### config.mk
export PLATFORM = sky130hd
export DESIGN_NAME = nios2_cpu_led
export DESIGN_NICKNAME = d
export VERILOG_FILES = /design/src/rtl/nios2_cpu_pio_pkg.sv /design/src/rtl/nios2_cpu_led_blink_timer.sv /design/src/rtl/nios2_cpu_led.sv
export SDC_FILE = /design/constraint.sdc
export NUM_CORES = 1
export LEC_CHECK = 0
export BUFFER_PORTS_ARGS = -buffer_cell sky130_fd_sc_hd__buf_4
export CORE_MARGIN = 3
export CORE_UTILIZATION = 37
export DETAILED_ROUTE_END_ITERATION = 7
export PLACE_DENSITY = 0.74
export SLEW_MARGIN = 20
export SYNTH_ARGS = -nofsm -noshare
export SYNTH_HDL_FRONTEND = slang
export SYNTH_HIERARCHICAL = 1
export SYNTH_SLANG_ARGS = --single-unit
### constraint.sdc
create_clock -name clk -period 1.05 [get_ports clk]
set_clock_uncertainty 0.15 [all_clocks]
set_input_delay 0.0525 -clock clk [delete_from_list [all_inputs] [get_ports clk]]
set_output_delay 0.0525 -clock clk [all_outputs]
set_load 0.1 [all_outputs]
### src/rtl/nios2_cpu_pio_pkg.sv
// Shared constants for the Nios II CPU PIO peripherals: register word addresses
// and the default LED count.
package nios2_cpu_pio_pkg;

    localparam logic [2:0] ADDR_DATA         = 3'd0;
    localparam logic [2:0] ADDR_OUTPUT       = 3'd1;
    localparam logic [2:0] ADDR_BLINK_MASK   = 3'd2;
    localparam logic [2:0] ADDR_BLINK_PERIOD = 3'd3;
    localparam logic [2:0] ADDR_OUTSET       = 3'd4;
    localparam logic [2:0] ADDR_OUTCLEAR     = 3'd5;

    localparam int LED_WIDTH_DEFAULT = 10;

endpackage

### src/rtl/nios2_cpu_led_blink_timer.sv
// Free-running blink timer: phase toggles every 'period' clocks; a period of 0
// stops it, and a period write restarts it from phase 0.
module nios2_cpu_led_blink_timer #(
    parameter int PERIOD_W = 24
) (
    input  logic                clk,
    input  logic                reset_n,
    input  logic [PERIOD_W-1:0] period,
    input  logic                period_wr,
    output logic                phase
);

    logic [PERIOD_W-1:0] counter;
    logic                terminal;

    // counter < period always holds, so a plain equality compare cannot miss
    assign terminal = (counter == period - PERIOD_W'(1));

    always_ff @(posedge clk or negedge reset_n) begin
        if (!reset_n) begin
            counter <= '0;
            phase   <= 1'b0;
        end else if (period_wr || period == '0) begin
            counter <= '0;
            phase   <= 1'b0;
        end else if (terminal) begin
            counter <= '0;
            phase   <= ~phase;
        end else begin
            counter <= counter + PERIOD_W'(1);
        end
    end

endmodule

### src/rtl/nios2_cpu_led.sv
// Avalon-MM LED output PIO with set/clear aliases; the hardware blink engine is
// built only when NIOS2_CPU_LED_BLINK_EN is defined.
module nios2_cpu_led
    import nios2_cpu_pio_pkg::*;
#(
    parameter int               WIDTH       = LED_WIDTH_DEFAULT,
    parameter logic [WIDTH-1:0] RESET_VALUE = '0,
    parameter int               PERIOD_W    = 24
) (
    input  logic             clk,
    input  logic             reset_n,
    input  logic [2:0]       address,
    input  logic             chipselect,
    input  logic             write_n,
    input  logic [31:0]      writedata,
    output logic [31:0]      readdata,
    output logic [WIDTH-1:0] out_port
);

    logic             wr;
    logic [WIDTH-1:0] data_reg;
    logic [WIDTH-1:0] out_next;
    logic [31:0]      read_mux;
    logic             unused_wdata;

    assign wr           = chipselect && !write_n;
    assign unused_wdata = ^writedata;

    always_ff @(posedge clk or negedge reset_n) begin
        if (!reset_n) begin
            data_reg <= RESET_VALUE;
        end else if (wr) begin
            case (address)
                ADDR_DATA:     data_reg <= writedata[WIDTH-1:0];
                ADDR_OUTSET:   data_reg <= data_reg | writedata[WIDTH-1:0];
                ADDR_OUTCLEAR: data_reg <= data_reg & ~writedata[WIDTH-1:0];
                default:       data_reg <= data_reg;
            endcase
        end
    end

`ifdef NIOS2_CPU_LED_BLINK_EN
    logic [WIDTH-1:0]    blink_mask;
    logic [PERIOD_W-1:0] blink_period;
    logic                period_wr;
    logic                phase;

    assign period_wr = wr && (address == ADDR_BLINK_PERIOD);

    always_ff @(posedge clk or negedge reset_n) begin
        if (!reset_n) begin
            blink_mask   <= '0;
            blink_period <= '0;
        end else begin
            if (wr && address == ADDR_BLINK_MASK)
                blink_mask <= writedata[WIDTH-1:0];
            if (period_wr)
                blink_period <= writedata[PERIOD_W-1:0];
        end
    end

    nios2_cpu_led_blink_timer #(
        .PERIOD_W (PERIOD_W)
    ) u_blink_timer (
        .clk       (clk),
        .reset_n   (reset_n),
        .period    (blink_period),
        .period_wr (period_wr),
        .phase     (phase)
    );

    // Masked bits are forced dark during the odd phase
    assign out_next = data_reg & ~(blink_mask & {WIDTH{phase}});

    always_comb begin
        read_mux = '0;
        case (address)
            ADDR_DATA:         read_mux = 32'(data_reg);
            ADDR_OUTPUT:       read_mux = 32'(out_port);
            ADDR_BLINK_MASK:   read_mux = 32'(blink_mask);
            ADDR_BLINK_PERIOD: read_mux = 32'(blink_period);
            default:           read_mux = '0;
        endcase
    end
`else
    assign out_next = data_reg;

    always_comb begin
        read_mux = '0;
        case (address)
            ADDR_DATA:   read_mux = 32'(data_reg);
            ADDR_OUTPUT: read_mux = 32'(data_reg);
            default:     read_mux = '0;
        endcase
    end
`endif

    always_ff @(posedge clk or negedge reset_n) begin
        if (!reset_n) begin
            out_port <= RESET_VALUE;
            readdata <= '0;
        end else begin
            out_port <= out_next;
            readdata <= read_mux;
        end
    end

endmodule
==> out/qor.csv <==
metric,value,unit
n_fill_cell,253,
cts_inserted_buffers,5,
multi_input_area,413,um2
grt_antenna_before_repair,0,
crit_buf_inv,1,
maxSlewHeadroom,58.7,%
die_area,4100,um2
cts_max_level,2,
vias,990,
syn_avg_cell_area,12.5,um2
post_drt_wl_per_cell,12.9,um
regArea,776,um2
clock-sinks,30,
ios,81,
portBuffers,36,
grt_usage,14.0,%
syn_area,1250,um2
r2r_setup_slack,-50,ps
yosys.cell_types.count,13,
dr.pass1.iters,5,
drt_iter0_markers,22,
drc_errors,0,
synthCells,100,
nNetsFinal,207,
hp-start,chipselect,
critical_path_depth,1,
ys_ff_latch,30,
setup_viol_count_final,30,
drive_above_1_share,49.7,%
power_density,1760,nW/um2
hpwlAfterDp,1900,um
worstPathRequired,850,ps
timing.critical_path.fanout_max,1,
clkTransAtPathRegs,80,ps
grt_pass1_wl,4310,um
rsz0062_at_grt,yes,
cp_slowest_cell,dfrtp_2,
place_ws,-227,ps
criticalPathCategory,reg2out,
holdPathEnd,data_reg[0],
ir_worst_vdd,0.616,mV
timing.final.crit_share,106,%
violations,negative setup slack,
core,3130,um2
routabilityCongestion,0.706,
slew_viol_final,0,
rr_startpoint,data_reg[4],
crit_chain,buf_8,
power.leakage,0.000892,uW
die_h,64.0,um
start_util,39.8,%
fin_crit,1110,ps
totalPowerFinal,3430,uW
worstHoldPathCells,3,
clock-root-buffer,clkbuf_4,
ant_nets,0,
cpPeakStageDelay,410,ps
ys_warn_count,6,
yosysSeqAreaShare,60.2,%
fin_ws,-58.1,ps
crit_path_end_kind,primary output,
cap_violations,0,
worstMarginPinSlew,617,ps
grt_overflow,0,
wirelength,2750,um
max_clock_freq,0.902,GHz
die_w,64.0,um
grt_max_degree,31,
cp-start-kind,flop,
rows,20,
outcome,"finished, violations left",
clk_latency,320,ps
final_hold_viol_count,0,
cts_tree,done,
reg2regPathDepth,2,
grt_pass1_vias,970,
hold_class,in2reg,
crit_arrival,910,ps
diodes,0,
vias_per_cell,4.65,
critPathTopFamily,flip-flops,
area_growth,56.0,%
cts_buffer_depth,2,
rr_endpoint,data_reg[4],
[worst max path at each step]
stage	startpoint	endpoint	slack, ps
2_1_floorplan	data_reg[3]	data_reg[3]	9
3_3_place_gp	write_n	data_reg[8]	-140
3_5_place_dp	write_n	data_reg[3]	-230
4_1_cts	readdata[8]	readdata[8]	-70
5_1_grt	out_port[5]	out_port[5]	-100
6_report	readdata[0]	readdata[0]	-60
[cells in the mapped netlist]
cell | instances | share of area, %
and3_1 | 10 | 5.0
dfrtp_1 | 30 | 60
buf_2 | 1 | 0.40
nand3_4 | 1 | 1.4
nand2b_1 | 1 | 0.50
nand2_1 | 10 | 3.0
a221o_1 | 10 | 8.0
nor2_1 | 2 | 0.60
conb_1 | 1 | 0.30
clkbuf_1 | 1 | 0.30
and2_1 | 10 | 5.0
nor4b_4 | 1 | 1.9
buf_4 | 22 | 13
[repair_timing]
item / CTS / global route
hold endpoints to repair: 40 / 0
pin swaps: 10 / 0
setup endpoints to repair: 30 / 32
hold buffers: 11 / 0
buffers inserted: 2 / 1
resized for setup: 24 / 17
[cells in the final DEF, fill, tap and decap left out, drive strengths merged]
cell         count
nand3            1
clkbuf           8
conb            22
dlygate4sd3     11
buf             53
nand2           10
nor4b            1
and3            10
nor2             2
a221o           10
and2            10
dfrtp           30
nand2b           1
[tightest hold or removal path: cells and delay by family]
family,cells,cell delay [ps]
buffers and inverters,1,120
AOI/OAI and AO/OA,1,150
and+or+nand+nor,1,120
[power by group]
group	internal [uW]	switching [uW]
registers	1280	80.1
logic	410	1050
clock network	266	345
total	1960	1470
[stage by stage]
step | cell area [um2] | utilization (%) | cells | hold slack (ps) | TNS (ps)
after floorplan | 1350 | - | 121 | -393 | 0
after global placement | 1620 | 51.8 | 193 | -167 | -1410
after detailed placement | 1620 | 51.8 | 193 | -160 | -2170
after CTS | 1890 | 60.3 | 214 | -0.704 | -1510
after global routing | 1940 | 62.2 | 213 | 2.86 | -2420
final | 1940 | 62.2 | 213 | 10.8 | -1310
[cells by family (layout without fill, tap and decap cells)]
family,after synthesis,after routing,synth area share (%)
and+or+nand+nor,35,35,17.5
DFF,30,30,60.2
buffers and inverters,24,72,14.0
AOI/OAI and AO/OA,10,10,8.03
other,1,22,0.301
[routing by layer]
layer | vias to the layer above | GRT usage (%) | part of all wire [%]
met1 | 490 | 13.9 | 34
met2 | 63 | 26.1 | 54
met5 | - | 0 | 0
met3 | 4 | 4.39 | 11
met4 | 0 | 6.47 | 0.84
li1 | 433 | - | -
[layout make-up]
cell class / instances / share of cell area [%]
Timing Repair Buffer: 64 / 33.5
Multi-Input combinational cell: 67 / 21.2
Clock buffer: 8 / 2.51
Sequential cell: 30 / 39.9
Tap cell: 44 / 2.83
No activity file was read; power rests on OpenSTA's default activity.
